<file path="src/rtl/enemy_hit_judge_pkg.sv">
// ============================================================================
// Module  : enemy_hit_judge_pkg
// Purpose : Shared game definitions for the bullet/enemy stages: enemy state
//           encoding, display colours, bullet-space vertical offset and the
//           bullet box size.
// Ports   : none (package)
// Rev     : 1.0  initial release
// ============================================================================
`default_nettype none

package enemy_hit_judge_pkg;

  typedef enum logic [1:0] {
    ST_ALIVE   = 2'd0,
    ST_EXPLODE = 2'd1,
    ST_DEAD    = 2'd2
  } enemy_state_t;

  localparam logic [11:0] RGB_GREEN  = 12'h0F0;
  localparam logic [11:0] RGB_ORANGE = 12'hF80;
  localparam logic [11:0] RGB_RED    = 12'hF00;
  localparam logic [11:0] RGB_BLACK  = 12'h000;

  // Bullet coordinates live in a space shifted down by this amount.
  localparam int Y_OFF    = 480;
  localparam int BULLET_W = 10;
  localparam int BULLET_H = 40;

  localparam int COORD_W = 10;
  localparam int WIDE_W  = 11;

  // Zero-extend a screen coordinate so sums with box sizes never wrap.
  function automatic logic [WIDE_W-1:0] widen(input logic [COORD_W-1:0] v);
    return {1'b0, v};
  endfunction

endpackage

`default_nettype wire

</file>
<file path="src/rtl/enemy_hit_judge_if.sv">
// ============================================================================
// Module  : enemy_hit_judge_if
// Purpose : Bullet stage <-> enemy judge link. The bullet stage (master)
//           supplies position and existence; the judge (slave) returns boom.
// Ports   : b_x, b_y (bullet top-left, bullet space), bullet_exist, boom
// Rev     : 1.0  initial release
// ============================================================================
`default_nettype none

interface enemy_hit_judge_if;
  import enemy_hit_judge_pkg::*;

  logic [COORD_W-1:0] b_x;
  logic [COORD_W-1:0] b_y;
  logic               bullet_exist;
  logic               boom;

  modport master (
    output b_x,
    output b_y,
    output bullet_exist,
    input  boom
  );

  modport slave (
    input  b_x,
    input  b_y,
    input  bullet_exist,
    output boom
  );

endinterface

`default_nettype wire

</file>
<file path="src/rtl/enemy_hit_judge_box_overlap.sv">
// ============================================================================
// Module  : enemy_hit_judge_box_overlap
// Purpose : Axis-aligned overlap test between box A (A_W x A_H at a_x,a_y)
//           and box B (B_W x B_H at b_x,b_y). Right/bottom edges exclusive.
//           Coordinates are 11 bits wide so callers can add offsets freely.
// Ports   : a_x, a_y, b_x, b_y (11-bit top-left corners), overlap (out)
// Rev     : 1.0  initial release
// ============================================================================
`default_nettype none

module enemy_hit_judge_box_overlap #(
  parameter int A_W = 1,
  parameter int A_H = 1,
  parameter int B_W = 1,
  parameter int B_H = 1
) (
  input  wire logic [10:0] a_x,
  input  wire logic [10:0] a_y,
  input  wire logic [10:0] b_x,
  input  wire logic [10:0] b_y,
  output logic             overlap
);

  localparam logic [10:0] AW = 11'(A_W);
  localparam logic [10:0] AH = 11'(A_H);
  localparam logic [10:0] BW = 11'(B_W);
  localparam logic [10:0] BH = 11'(B_H);

  always_comb begin
    overlap = (a_x < b_x + BW) && (b_x < a_x + AW) &&
              (a_y < b_y + BH) && (b_y < a_y + AH);
  end

endmodule

`default_nettype wire

</file>
<file path="src/rtl/enemy_hit_judge.sv">
// ============================================================================
// Module  : enemy_hit_judge
// Purpose : Judges player-bullet collision with one enemy once per frame,
//           raises boom to the bullet stage, keeps a saturating score and
//           walks the enemy through ALIVE -> EXPLODE -> DEAD -> ALIVE. Also
//           provides the enemy pixel enable/colour for the display mixer.
// Ports   : clk, rst (async, active high), frame_tick, bus (slave: b_x, b_y,
//           bullet_exist in / boom out), e_x, e_y, x, y in; enemy_alive,
//           enemy_en, enemy_rgb[11:0], score[9:0] out
// Rev     : 1.0  initial release
// ============================================================================
`default_nettype none

module enemy_hit_judge #(
  parameter int ENEMY_W        = 40,
  parameter int ENEMY_H        = 40,
  parameter int Y_OFF          = enemy_hit_judge_pkg::Y_OFF,
  parameter int EXPLODE_FRAMES = 16,
  parameter int RESPAWN_FRAMES = 60,
  parameter int SCORE_MAX      = 999
) (
  input  wire logic       clk,
  input  wire logic       rst,
  input  wire logic       frame_tick,
  enemy_hit_judge_if.slave bus,
  input  wire logic [9:0] e_x,
  input  wire logic [9:0] e_y,
  input  wire logic [9:0] x,
  input  wire logic [9:0] y,
  output logic            enemy_alive,
  output logic            enemy_en,
  output logic [11:0]     enemy_rgb,
  output logic [9:0]      score
);
  import enemy_hit_judge_pkg::*;

  localparam int CNT_MAX = (EXPLODE_FRAMES > RESPAWN_FRAMES) ? EXPLODE_FRAMES : RESPAWN_FRAMES;
  // At least 2 bits: the explosion colour alternates on bit 1.
  localparam int CNT_W   = ($clog2(CNT_MAX) < 2) ? 2 : $clog2(CNT_MAX);

  localparam logic [CNT_W-1:0] EXPLODE_LAST = CNT_W'(EXPLODE_FRAMES - 1);
  localparam logic [CNT_W-1:0] RESPAWN_LAST = CNT_W'(RESPAWN_FRAMES - 1);
  localparam logic [9:0]       SCORE_TOP    = 10'(SCORE_MAX);
  localparam logic [10:0]      Y_OFF_W      = 11'(Y_OFF);

  enemy_state_t     state;
  logic [CNT_W-1:0] frame_cnt;
  logic             boom_reg;

  logic [10:0] bullet_x_w;
  logic [10:0] bullet_y_w;
  logic [10:0] enemy_x_w;
  logic [10:0] enemy_y_scr_w;
  logic [10:0] enemy_y_blt_w;
  logic        bullet_overlap;
  logic        bullet_on_screen;
  logic        pixel_in_box;
  logic        hit;

  always_comb begin
    bullet_x_w    = widen(bus.b_x);
    bullet_y_w    = widen(bus.b_y);
    enemy_x_w     = widen(e_x);
    enemy_y_scr_w = widen(e_y);
    // Enemy moved into bullet space so both boxes share one coordinate frame.
    enemy_y_blt_w = widen(e_y) + Y_OFF_W;
  end

  enemy_hit_judge_box_overlap #(
    .A_W (BULLET_W),
    .A_H (BULLET_H),
    .B_W (ENEMY_W),
    .B_H (ENEMY_H)
  ) u_bullet_overlap (
    .a_x     (bullet_x_w),
    .a_y     (bullet_y_w),
    .b_x     (enemy_x_w),
    .b_y     (enemy_y_blt_w),
    .overlap (bullet_overlap)
  );

  // A 1x1 box at the scan pixel turns the overlap test into point-in-box.
  enemy_hit_judge_box_overlap #(
    .A_W (1),
    .A_H (1),
    .B_W (ENEMY_W),
    .B_H (ENEMY_H)
  ) u_pixel_overlap (
    .a_x     (widen(x)),
    .a_y     (widen(y)),
    .b_x     (enemy_x_w),
    .b_y     (enemy_y_scr_w),
    .overlap (pixel_in_box)
  );

  always_comb begin
    bullet_on_screen = (bullet_y_w > Y_OFF_W);
    hit = frame_tick && (state == ST_ALIVE) && bus.bullet_exist && !boom_reg &&
          bullet_overlap && bullet_on_screen;
  end

  always_ff @(posedge clk or posedge rst) begin
    if (rst) begin
      state     <= ST_ALIVE;
      frame_cnt <= '0;
      score     <= '0;
      boom_reg  <= 1'b0;
    end else begin
      // boom is held until the slower bullet stage withdraws its bullet;
      // a hit is never judged while boom is high, so set/clear cannot clash.
      if (boom_reg && !bus.bullet_exist) begin
        boom_reg <= 1'b0;
      end else if (hit) begin
        boom_reg <= 1'b1;
      end

      case (state)
        ST_ALIVE: begin
          if (hit) begin
            state     <= ST_EXPLODE;
            frame_cnt <= '0;
            if (score != SCORE_TOP) begin
              score <= score + 10'd1;
            end
          end
        end
        ST_EXPLODE: begin
          if (frame_tick) begin
            if (frame_cnt == EXPLODE_LAST) begin
              state     <= ST_DEAD;
              frame_cnt <= '0;
            end else begin
              frame_cnt <= frame_cnt + 1'b1;
            end
          end
        end
        ST_DEAD: begin
          if (frame_tick) begin
            if (frame_cnt == RESPAWN_LAST) begin
              state     <= ST_ALIVE;
              frame_cnt <= '0;
            end else begin
              frame_cnt <= frame_cnt + 1'b1;
            end
          end
        end
        default: begin
          state     <= ST_ALIVE;
          frame_cnt <= '0;
        end
      endcase
    end
  end

  assign bus.boom    = boom_reg;
  assign enemy_alive = (state == ST_ALIVE);

  always_comb begin
    enemy_en  = pixel_in_box && (state != ST_DEAD);
    enemy_rgb = RGB_BLACK;
    if (enemy_en) begin
      if (state == ST_ALIVE) begin
        enemy_rgb = RGB_GREEN;
      end else begin
        enemy_rgb = frame_cnt[1] ? RGB_RED : RGB_ORANGE;
      end
    end
  end

endmodule

`default_nettype wire
</file>
<file path="src/flat_wrapper.sv">
// flat-port wrapper written by rule: the top's interface ports become plain ports
module enemy_hit_judge_flat import enemy_hit_judge_pkg::*;
#(
  parameter int ENEMY_W        = 40,
  parameter int ENEMY_H        = 40,
  parameter int Y_OFF          = enemy_hit_judge_pkg::Y_OFF,
  parameter int EXPLODE_FRAMES = 16,
  parameter int RESPAWN_FRAMES = 60,
  parameter int SCORE_MAX      = 999
)
  (clk, rst, frame_tick, e_x, e_y, x, y, enemy_alive, enemy_en, enemy_rgb, score, bus_b_x, bus_b_y, bus_bullet_exist, bus_boom);
  enemy_hit_judge_if bus_i ();
  input  wire logic clk;
  input  wire logic rst;
  input  wire logic frame_tick;
  input  wire logic [9:0] e_x;
  input  wire logic [9:0] e_y;
  input  wire logic [9:0] x;
  input  wire logic [9:0] y;
  output logic enemy_alive;
  output logic enemy_en;
  output logic [11:0] enemy_rgb;
  output logic [9:0] score;
  input wire logic [$bits(bus_i.b_x)-1:0] bus_b_x;
  input wire logic [$bits(bus_i.b_y)-1:0] bus_b_y;
  input wire logic [$bits(bus_i.bullet_exist)-1:0] bus_bullet_exist;
  output wire logic [$bits(bus_i.boom)-1:0] bus_boom;
  assign bus_i.b_x = bus_b_x;
  assign bus_i.b_y = bus_b_y;
  assign bus_i.bullet_exist = bus_bullet_exist;
  assign bus_boom = bus_i.boom;
  enemy_hit_judge #(.ENEMY_W(ENEMY_W), .ENEMY_H(ENEMY_H), .Y_OFF(Y_OFF), .EXPLODE_FRAMES(EXPLODE_FRAMES), .RESPAWN_FRAMES(RESPAWN_FRAMES), .SCORE_MAX(SCORE_MAX)) u_core (.clk(clk), .rst(rst), .frame_tick(frame_tick), .bus(bus_i), .e_x(e_x), .e_y(e_y), .x(x), .y(y), .enemy_alive(enemy_alive), .enemy_en(enemy_en), .enemy_rgb(enemy_rgb), .score(score));
endmodule
</file>
<file path="config.mk">
export PLATFORM = sky130hd
export DESIGN_NAME = enemy_hit_judge_flat
export DESIGN_NICKNAME = d
export VERILOG_FILES = /design/src/rtl/enemy_hit_judge_pkg.sv /design/src/rtl/enemy_hit_judge_if.sv /design/src/rtl/enemy_hit_judge_box_overlap.sv /design/src/rtl/enemy_hit_judge.sv /design/src/flat_wrapper.sv
export SDC_FILE = /design/constraint.sdc
export NUM_CORES = 1
export LEC_CHECK = 0
export CAP_MARGIN = 20
export CORE_MARGIN = 5
export CORE_UTILIZATION = 50
export CTS_CLUSTER_SIZE = 10
export DETAILED_ROUTE_END_ITERATION = 10
export PLACE_DENSITY = 0.77
export SYNTH_ARGS = -nofsm -noshare
export SYNTH_HDL_FRONTEND = slang
export SYNTH_SLANG_ARGS = --single-unit
</file>
<file path="constraint.sdc">
create_clock -name clk -period 8.35 [get_ports clk]
set_clock_uncertainty 0.2 [all_clocks]
set_input_delay 1.2525 -clock clk [delete_from_list [all_inputs] [get_ports clk]]
set_output_delay 1.2525 -clock clk [all_outputs]
set_load 0.02 [all_outputs]
</file>
==> metrics <==
status complete, no violations; cells resized by post-CTS repair 0; Pwr Density 104 nW/um2; Vias about 3,600; largest registers u_core.score (10), u_core.frame_cnt (6), u_core.state (2); max reg flops 10; Max Cap Viol 0; dominant synthesized flop cell dfrtp_1; vias per cell between 5 and 6; cts hold-fix bufs 0; clk slew on worst S/H paths ~70 ps; ANT nets after route 0; grt ovf 0; GRT Overall Usage 19.9%; Starting Density 51.1%; die footprint roughly 9200 um2; Area growth, synth to finish 24.8%; # rows 31; Seq cells post-synth 19; RSZ-0062 raised after global routing false; I/O Pins between 80 and 90; initial antenna violation count 0; Min Hold Slack roughly 290 ps; slack of the critical path roughly 1700 ps; first-pass GRT wire length roughly 15 mm; Crit. End Element output port; Routed WL per cell approximately 15 um; CTS Buffer Depth 2; Hold Crit Class register to register; Setup TNS Final 0 ps; Post-synth EDFFs 0; DR pass1 iterations 4; commonest cells after routing, fill and taps aside ha_1 (87), clkdlybuf4s50_1 (84), xor2_1 (36), nor2_1 (30), nand2_1 (29); clk root buf clkbuf_8; GPL Wtd Cong around 0.87; leakage power 2.14 nW; CP max stage delay 720 ps; Die Width a little under 100 um; Inst Count DP between 600 and 700; Tcrit/Tclk final 79.2%; Final Hold Viols 0; largest net degree at the start of global routing 20; fmax between 0.15 and 0.2 GHz; Least-Margin Pin Slew 764 ps; crit-path leading delay family buffers and inverters; Synth Instances approximately 450; post-CTS setup repair buffer count 0; critical-path cell list clkdlybuf4s50_1, inv_1, ha_1, a21oi_1, nor2_1, xnor2_1, ha_1, a21oi_1, a31oi_1, a2111oi_0, o2111ai_1, nor3b_1, clkdlybuf4s50_1; Worst-Skew Late Latency 260 ps; crit path launch type input port; port bufs 84; number of global-route vias before repair around 3,500; CTS tree yes; Final Setup Violations 0; CP max FO 8; Die H slightly below 100 um; Req. time, crit path 6900 ps; number of antenna diodes 0; HPWL Detailed between 7 and 8 mm; Slew Viols, Final 0; DRC Markers 0; Sink Count 19; pre-CTS WS around 1800 ps; Routed WL 9.25 mm; Top reg by flops u_core.score; Core Region ~7300 um2; commonest non-fill, non-tap cell in the layout ha_1; drt first-iter violations ~130; Final Net Count a little under 700; maximum vdd ir drop 0.0000628 V; Tmin final about 6600 ps; layout cells sized above 1 ~3.2%; Max-slew headroom 49.0%; CP Buf/Inv Count 3; distinct cell type count after synthesis 54; non-filler cells in the finished layout 626; Avg Cell Area, Syn ~8.2 um2; Worst Path Arrival between 5000 and 6000 ps; ys async rst share between 90% and 100%; Num CTS Buffers 3; sequential share of the synthesized area between 10 and 15%; synthesized area roughly 3700 um2; Yosys Warn Count 0; H-tree depth 1; WS Path Type input port to output port; slowest CP cell clkdlybuf4s50_1
[metrics by stage]
stage          instance area, um2  total power, W  utilization, %
2_1_floorplan                3720        0.000308               -
3_3_place_gp                 4580        0.000403            63.2
3_5_place_dp                 4580        0.000414            63.2
4_1_cts                      4630        0.000482            63.8
5_1_grt                      4630        0.000523            63.8
6_report                     4630        0.000481            63.8
[power breakdown]
group | switching [W] | total (W) | internal, W | leakage [nW]
Sequential | 0.00000706 | 0.000107 | 0.0000998 | 0.262
Clock | 0.0000334 | 0.0000666 | 0.0000332 | 0.0255
Combinational | 0.000173 | 0.000308 | 0.000135 | 1.86
Total | 0.000213 | 0.000481 | 0.000268 | 2.14
[logic make-up after synthesis]
family | count (synthesis) | share of synthesized area (%)
buf+inv | 41 | 5.36
mux | 1 | 0.405
fa+ha+maj | 87 | 29.3
xor+xnor | 54 | 13.0
simple gates | 142 | 19.9
other cells | 1 | 0.101
compound gates | 106 | 19.1
flops | 19 | 12.8
[worst paths after layout]
path / start / to / slack, ps / cells past startpoint
setup reg to reg: u_core.state[0] / u_core.score[8] / 5210 / 8
hold / removal: u_core.score[9] / u_core.score[9] / 290 / 1
hold reg to reg: u_core.score[9] / u_core.score[9] / 290 / 1
min in group asynchronous: rst / u_core.frame_cnt[3] / 1220 / 2
setup / recovery: e_y[5] / enemy_rgb[8] / 1730 / 13
max in group asynchronous: rst / u_core.score[5] / 6250 / 2
[area by class of cell]
cell class / count / area [um2]
clock buffer: 3 / 41.3
clock inverter: 1 / 5.00
fill: 659 / 2620
inverter: 26 / 97.6
multi-input combinational: 394 / 3050
sequential: 19 / 475
tap: 99 / 124
timing repair buffer: 84 / 841
[metal layers]
layer	part of all wire [%]	global-route usage, %	wire [um]
met3	5.3	2.89	486
met1	43	24.4	4020
met5	0	0	0
met4	0.88	4.03	81
met2	50	36.6	4660
[cells in the mapped netlist, drive strengths merged, types with 3 or more instances]
cell / number / area (um2)
nor3: 8 / 55.1
o21a: 8 / 60.1
o21ai: 27 / 135
nor3b: 3 / 22.5
a32o: 3 / 30.0
buf: 13 / 93.8
a21o: 14 / 105
a2111oi: 5 / 50.0
o2111ai: 5 / 43.8
nand4: 12 / 75.1
nand2b: 4 / 25.0
a21oi: 25 / 125
inv: 26 / 97.6
xnor2: 18 / 165
and3: 10 / 68.8
nor2: 30 / 113
nor2b: 4 / 25.0
ha: 87 / 1090
nand2: 29 / 109
nand3: 27 / 135
or2: 3 / 18.8
a211oi: 3 / 22.5
nor4: 5 / 31.3
xor2: 36 / 315
dfrtp: 19 / 475
Power figures use the tool's default switching activity.
